$ cat src/rtl/iob_sipo_deser_pkg.sv
// Shared types and helpers for the iob_sipo_deser deserializer.
package iob_sipo_deser_pkg;

  // Bit-ordering selectors for the MSB_FIRST parameter.
  localparam bit ORDER_MSB_FIRST = 1'b1;
  localparam bit ORDER_LSB_FIRST = 1'b0;

  // What happens to the output slot in a given cycle.
  typedef enum logic [1:0] {
    SLOT_HOLD    = 2'd0,
    SLOT_LOAD    = 2'd1,
    SLOT_DROP    = 2'd2,
    SLOT_CONSUME = 2'd3
  } slot_op_e;

  // Beat counter width: never narrower than one bit, even for single-beat words.
  function automatic int cnt_w_f(input int beats);
    if (beats <= 2) return 1;
    return $clog2(beats);
  endfunction

endpackage

$ cat src/rtl/iob_sipo_deser_if.sv
// Serial-in / word-out bus of the deserializer. Signal suffixes are from the deserializer's view.
interface iob_sipo_deser_if #(
  parameter int DATA_W = 32,
  parameter int LANES  = 1
);
  logic              s_valid_i;
  logic [LANES-1:0]  s_i;
  logic              sof_i;
  logic [DATA_W-1:0] p_o;
  logic              p_valid_o;
  logic              p_ready_i;

  // Deserializer side.
  modport slave (
    input  s_valid_i, s_i, sof_i, p_ready_i,
    output p_o, p_valid_o
  );

  // Front end / consumer side.
  modport master (
    output s_valid_i, s_i, sof_i, p_ready_i,
    input  p_o, p_valid_o
  );
endinterface

$ cat src/rtl/iob_sipo_deser_modcnt.sv
// Modulo-MOD beat counter with restart: a restarting beat counts as beat 0 of a new word.
module iob_modcnt #(
  parameter int MOD = 8,
  parameter int W   = 3
) (
  input  logic         clk_i,
  input  logic         cke_i,
  input  logic         rst_n_i,
  input  logic         inc_i,
  input  logic         restart_i,
  output logic [W-1:0] cnt_o,
  output logic         wrap_o
);

  localparam logic [W-1:0] LAST       = W'(MOD - 1);
  localparam logic [W-1:0] AFTER_BEAT0 = (MOD == 1) ? '0 : W'(1);

  logic [W-1:0] cnt_q, cnt_d;

  // Next count and word-completion flag for the current beat.
  always_comb begin
    cnt_d  = cnt_q;
    wrap_o = 1'b0;
    if (inc_i) begin
      if (restart_i) begin
        cnt_d  = AFTER_BEAT0;
        wrap_o = (MOD == 1);
      end else if (cnt_q == LAST) begin
        cnt_d  = '0;
        wrap_o = 1'b1;
      end else begin
        cnt_d = cnt_q + W'(1);
      end
    end
  end

  // Count register, frozen when the clock enable is low.
  always_ff @(posedge clk_i) begin
    if (cke_i) begin
      if (!rst_n_i) cnt_q <= '0;
      else          cnt_q <= cnt_d;
    end
  end

  assign cnt_o = cnt_q;

endmodule

$ cat src/rtl/iob_sipo_deser.sv
// Serial-to-parallel deserializer: LANES bits per beat into DATA_W-bit words with a
// registered valid/ready output slot, resync on start-of-word and overrun detection.
module iob_sipo_deser
  import iob_sipo_deser_pkg::*;
#(
  parameter int  DATA_W    = 32,
  parameter int  LANES     = 1,
  parameter bit  MSB_FIRST = ORDER_MSB_FIRST,
  localparam int BEATS     = DATA_W / LANES,
  localparam int CNT_W     = cnt_w_f(BEATS)
) (
  input  logic                 clk_i,
  input  logic                 cke_i,
  input  logic                 rst_n_i,
  input  logic                 clr_i,
  iob_sipo_deser_if.slave      bus,
  output logic [CNT_W-1:0]     beat_cnt_o,
  output logic                 overrun_o,
  output logic                 resync_o
);

  if (((DATA_W % LANES) != 0) || (LANES > DATA_W)) begin : g_param_err
    $error("iob_sipo_deser: DATA_W must be a non-zero multiple of LANES");
  end

  logic [DATA_W-1:0] sr_q, sr_d, sr_base;
  logic [DATA_W-1:0] p_q, p_d;
  logic              p_valid_q, p_valid_d;
  logic              overrun_q, overrun_d;
  logic              resync_q, resync_d;
  logic              beat_acc, restart, word_done;
  slot_op_e          slot_op;

  assign beat_acc = cke_i & bus.s_valid_i;
  assign restart  = beat_acc & bus.sof_i;

  iob_modcnt #(
    .MOD (BEATS),
    .W   (CNT_W)
  ) u_modcnt (
    .clk_i     (clk_i),
    .cke_i     (cke_i),
    .rst_n_i   (rst_n_i),
    .inc_i     (beat_acc),
    .restart_i (restart),
    .cnt_o     (beat_cnt_o),
    .wrap_o    (word_done)
  );

  // Shift in the accepted beat; a restart drops whatever partial word was collected.
  always_comb begin
    sr_base = restart ? '0 : sr_q;
    sr_d    = sr_q;
    if (beat_acc) begin
      if (MSB_FIRST) sr_d = (sr_base << LANES) | DATA_W'(bus.s_i);
      else           sr_d = (sr_base >> LANES) | (DATA_W'(bus.s_i) << (DATA_W - LANES));
    end
  end

  // Output slot control: load a finished word if the slot is free or drains this cycle.
  always_comb begin
    slot_op = SLOT_HOLD;
    if (word_done) begin
      slot_op = (!p_valid_q || bus.p_ready_i) ? SLOT_LOAD : SLOT_DROP;
    end else if (p_valid_q && bus.p_ready_i) begin
      slot_op = SLOT_CONSUME;
    end

    p_d       = p_q;
    p_valid_d = p_valid_q;
    case (slot_op)
      SLOT_LOAD: begin
        p_d       = sr_d;
        p_valid_d = 1'b1;
      end
      SLOT_CONSUME: p_valid_d = 1'b0;
      default: ;
    endcase

    // A new event outranks a clear arriving in the same cycle.
    overrun_d = (slot_op == SLOT_DROP) | (overrun_q & ~clr_i);
    resync_d  = (restart & (beat_cnt_o != '0)) | (resync_q & ~clr_i);
  end

  // Datapath and flag registers; everything holds while cke_i is low.
  always_ff @(posedge clk_i) begin
    if (cke_i) begin
      if (!rst_n_i) begin
        sr_q      <= '0;
        p_q       <= '0;
        p_valid_q <= 1'b0;
        overrun_q <= 1'b0;
        resync_q  <= 1'b0;
      end else begin
        sr_q      <= sr_d;
        p_q       <= p_d;
        p_valid_q <= p_valid_d;
        overrun_q <= overrun_d;
        resync_q  <= resync_d;
      end
    end
  end

  assign bus.p_o       = p_q;
  assign bus.p_valid_o = p_valid_q;
  assign overrun_o     = overrun_q;
  assign resync_o      = resync_q;

endmodule

$ cat src/flat_wrapper.sv
// flat-port wrapper written by rule: the top's interface ports become plain ports
module iob_sipo_deser_flat import iob_sipo_deser_pkg::*;
#(
  parameter int  DATA_W    = 32,
  parameter int  LANES     = 1,
  parameter bit  MSB_FIRST = ORDER_MSB_FIRST,
  localparam int BEATS     = DATA_W / LANES,
  localparam int CNT_W     = cnt_w_f(BEATS)
)
  (clk_i, cke_i, rst_n_i, clr_i, beat_cnt_o, overrun_o, resync_o, bus_s_valid_i, bus_s_i, bus_sof_i, bus_p_ready_i, bus_p_o, bus_p_valid_o);
  iob_sipo_deser_if #(.DATA_W(DATA_W), .LANES(LANES)) bus_i ();
  input  logic clk_i;
  input  logic cke_i;
  input  logic rst_n_i;
  input  logic clr_i;
  output logic [CNT_W-1:0] beat_cnt_o;
  output logic overrun_o;
  output logic resync_o;
  input wire logic [$bits(bus_i.s_valid_i)-1:0] bus_s_valid_i;
  input wire logic [$bits(bus_i.s_i)-1:0] bus_s_i;
  input wire logic [$bits(bus_i.sof_i)-1:0] bus_sof_i;
  input wire logic [$bits(bus_i.p_ready_i)-1:0] bus_p_ready_i;
  output wire logic [$bits(bus_i.p_o)-1:0] bus_p_o;
  output wire logic [$bits(bus_i.p_valid_o)-1:0] bus_p_valid_o;
  assign bus_i.s_valid_i = bus_s_valid_i;
  assign bus_i.s_i = bus_s_i;
  assign bus_i.sof_i = bus_sof_i;
  assign bus_i.p_ready_i = bus_p_ready_i;
  assign bus_p_o = bus_i.p_o;
  assign bus_p_valid_o = bus_i.p_valid_o;
  iob_sipo_deser #(.DATA_W(DATA_W), .LANES(LANES), .MSB_FIRST(MSB_FIRST)) u_core (.clk_i(clk_i), .cke_i(cke_i), .rst_n_i(rst_n_i), .clr_i(clr_i), .bus(bus_i), .beat_cnt_o(beat_cnt_o), .overrun_o(overrun_o), .resync_o(resync_o));
endmodule
$ cat config.mk
export PLATFORM = sky130hd
export DESIGN_NAME = iob_sipo_deser_flat
export DESIGN_NICKNAME = d
export VERILOG_FILES = /design/src/rtl/iob_sipo_deser_pkg.sv /design/src/rtl/iob_sipo_deser_if.sv /design/src/rtl/iob_sipo_deser_modcnt.sv /design/src/rtl/iob_sipo_deser.sv /design/src/flat_wrapper.sv
export SDC_FILE = /design/constraint.sdc
export NUM_CORES = 1
export LEC_CHECK = 0
export ABC_AREA = 1
export ABC_CLOCK_PERIOD_IN_PS = 2300
export CAP_MARGIN = 20
export CORE_ASPECT_RATIO = 0.5
export CORE_MARGIN = 8
export CORE_UTILIZATION = 48
export CTS_CLUSTER_SIZE = 25
export DETAILED_ROUTE_END_ITERATION = 10
export PLACE_DENSITY = 0.83
export SLEW_MARGIN = 20
export SYNTH_ARGS = -nofsm -noshare
export SYNTH_HDL_FRONTEND = slang
export SYNTH_SLANG_ARGS = --single-unit
$ cat constraint.sdc
create_clock -name clk_i -period 2.3 [get_ports clk_i]
set_input_delay 0.69 -clock clk_i [delete_from_list [all_inputs] [get_ports clk_i]]
set_output_delay 0.69 -clock clk_i [all_outputs]
set_load 0.02 [all_outputs]
==> flow_metrics.tcl <==
set metrics [dict create \
    cp-start-kind "flip-flop" \
    ff2ff_path_depth 8 \
    dr.first_iter.drc_count 196 \
    cp_slowest_cell "sky130_fd_sc_hd__clkdlybuf4s50_1" \
    tritoncts "yes" \
    die-area_um2 9209 \
    boundaryPins 48 \
    wl_final_mm 6.243 \
    cts_resized 0 \
    h_tree_depth_reported_by_cts 3 \
    gpl.final_weighted_congestion 0.8015 \
    width_of_the_chip_um 128.0 \
    synth_sequential_area_ratio_pct 71.88 \
    final_clock_period_utilization_by_the_worst_path_pct 90.58 \
    global_route_wire_length_before_repair_mm 9.873 \
    final_cell_count_no_fill 384 \
    final_net_count 302 \
    average_detailed_routed_wire_length_per_instance_um 16.26 \
    layout-area-overhead-vs-synth_pct 29.95 \
    number_of_buffers_added_by_the_clock_tree_synthesis_step 9 \
    synth_area_leaders "sky130_fd_sc_hd__edfxtp_1, sky130_fd_sc_hd__nor2_1, sky130_fd_sc_hd__a21oi_1" \
    synth-seq-cells 72 \
    report.final.setup_viol 0 \
    via_count_of_the_first_global_routing_pass 1972 \
    finalMaxSlewViolations 0 \
    end_kind "output port" \
    floorplan.die.height_um 71.98 \
    place.detailed.instances 368 \
    worst-path-max-fanout 5 \
    globalRoute.totalOverflow 0 \
    ctsRootBufferMaster "sky130_fd_sc_hd__clkbuf_16" \
    timing.critical_path.arrival_ns 1.39 \
    power_density_nw_per_um2 828.0 \
    cap_violations 0 \
    synthesis.area_per_instance_um2 12.91 \
    result_of_the_run "finished clean" \
    cpLargestDelayFamily "buffers and inverters" \
    portBuffers 47 \
    tns_ns 0 \
    clk_pin_slew_worst_paths_ns 0.06 \
    critical_path_buf_inv_count 1 \
    remaining_drc_errors 0 \
    crit_cells 1 \
    peakVddDrop_mv 0.3766 \
    postRouteAntennaNets 0 \
    worstPathCellList "clkdlybuf4s50_1" \
    use_met3_pct 6.579 \
    hold_viol_final 0 \
    grtUsageTotal_pct 14.12 \
    timing.critical_path.required_ns 1.61 \
    met1_usage_pct 15.18 \
    maxSlewHeadroom_pct 82.10 \
    clkSinkCount 72 \
    num_vias 1972 \
    worst_hold_path.num_cells 2 \
    cpPeakStageDelay_ns 0.64 \
    cts.hold.buffers_added 0 \
    grt_start_max_net_pins 26 \
    timing.clock.skew_ns 0.004014 \
    ys.warnings.count 0 \
    core_um2 6056 \
    std_cell_rows 20 \
    post-synth-top-area-fraction_pct 71.88 \
    grt.met2_usage_pct 23.75 \
    clock_tree.buffer_depth 2 \
    diodes 0 \
    top_usage_layer "met2" \
    layout.core_utilization_pct 64.55 \
    finalWorstPathRequiredPeriod_ns 2.083 \
    post_drt_via_cell_ratio 5.135 \
    drive_gt1_share_pct 15.54 \
    worst_slack_setup_final_ns 0.2167 \
    cts_post_setup_buffers_inserted 0 \
    synth_largest_area_cell "sky130_fd_sc_hd__edfxtp_1" \
    clock_latency_late_sink_ns 0.33 \
    worst_hold_path_type "flip-flop to flip-flop" \
    synth_fp_nets 244 \
    synthesis.instances 233 \
    detailedPlace.worstSlack_ns 0.1266 \
    hpwlAfterDp_mm 4.078 \
    synth_cell_types 21 \
    synth.cell_area_um2 3008 \
    static-leakage-power_nw 1.454 \
    rsz0062_at_grt "no" \
    initial_core_util_pct 49.67 \
    drt_pre_antenna_iters 5 \
    fmax_mhz 480.0 \
    tightestPinTransition_ns 0.2676 \
    path_class "flip-flop to output port" \
    antenna_found_initial 0 \
]
metal layers:
metal	vias to the layer above	share of wire (%)
met1	956	38
met5	-	0
li1	943	-
met3	11	7.5
met2	62	52
met4	0	1.8
through the flow:
stage | power (mW) | hold WS (ns) | area, um^2
after floorplan | 1.782 | 0.5875 | 3010
after global placement | 1.919 | 0.6163 | 3621
after detailed placement | 1.933 | 0.6317 | 3621
after CTS | 3.256 | 0.6477 | 3909
after global routing | 3.336 | 0.6893 | 3909
final | 3.236 | 0.6561 | 3909
layout make-up:
class                           instances  area, um^2
Timing Repair Buffer                   58       573.1
Clock inverter                          7       62.56
Fill cell                             428        2147
Sequential cell                        72        2162
Multi-Input combinational cell        135       714.4
Inverter                               15       61.31
Tap cell                               88       110.1
Clock buffer                            9       225.2
synthesized netlist by cell type:
cell type and number:
sky130_fd_sc_hd__a21oi_1 21, sky130_fd_sc_hd__a21oi_2 8, sky130_fd_sc_hd__and3_1 1, sky130_fd_sc_hd__buf_2 7, sky130_fd_sc_hd__buf_6 3, sky130_fd_sc_hd__clkbuf_1 1, sky130_fd_sc_hd__edfxtp_1 72, sky130_fd_sc_hd__ha_1 3
sky130_fd_sc_hd__inv_1 13, sky130_fd_sc_hd__inv_2 1, sky130_fd_sc_hd__inv_6 1, sky130_fd_sc_hd__nand2_1 24, sky130_fd_sc_hd__nand2_4 1, sky130_fd_sc_hd__nand3_1 4, sky130_fd_sc_hd__nand3_2 9, sky130_fd_sc_hd__nor2_1 37
sky130_fd_sc_hd__nor3_1 2, sky130_fd_sc_hd__o21ai_0 2, sky130_fd_sc_hd__o21ai_1 21, sky130_fd_sc_hd__xnor2_1 1, sky130_fd_sc_hd__xor2_1 1
cells by family after synthesis:
family / after synthesis / synth area share (%)
AND/OR/NAND/NOR: 78 / 12.19
buffers and inverters: 26 / 4.451
adder cells (fa/ha/maj): 3 / 1.248
flip-flops: 72 / 71.88
XOR/XNOR: 2 / 0.5825
AO/OA/AOI/OAI: 52 / 9.651
power by group:
part | internal (mW) | switching [mW] | leakage, nW | total (mW)
logic | 0.129 | 0.196 | 0.597 | 0.326
clock network | 0.826 | 0.501 | 0.138 | 1.33
registers | 1.54 | 0.0403 | 0.719 | 1.58
final timing paths:
check,from,end,slack (ns)
worst max-delay path,u_core.u_modcnt.cnt_o[2]$_SDFFCE_PP0P_,beat_cnt_o[2],0.22
worst min-delay path,u_core.sr_q[19]$_SDFFCE_PN0P_,u_core.sr_q[19]$_SDFFCE_PN0P_,0.66
worst max register to register,u_core.u_modcnt.cnt_o[1]$_SDFFCE_PP0P_,u_core.bus.p_o[9]$_SDFFCE_PN0P_,0.27
worst min register to register,u_core.sr_q[19]$_SDFFCE_PN0P_,u_core.sr_q[19]$_SDFFCE_PN0P_,0.66
state kept, by name (all words and copies together), names as in the netlist:
signal	count
u_core.sr_q	32
u_core.resync_o	1
u_core.bus.p_o	32
u_core.u_modcnt.cnt_o	5
u_core.overrun_o	1
u_core.bus.p_valid_o	1
cells in the final DEF, fill, tap and decap left out, drive strengths merged:
cell type       n
a21oi          29
and3            1
buf            12
bufinv          1
clkbuf          9
clkdlybuf4s50  46
clkinv          5
clkinvlp        1
edfxtp         72
ha              3
inv            15
nand2          25
nand3          13
nor2           37
nor3            2
o21ai          23
xnor2           1
xor2            1
No activity file was read; power rests on OpenSTA's default activity.
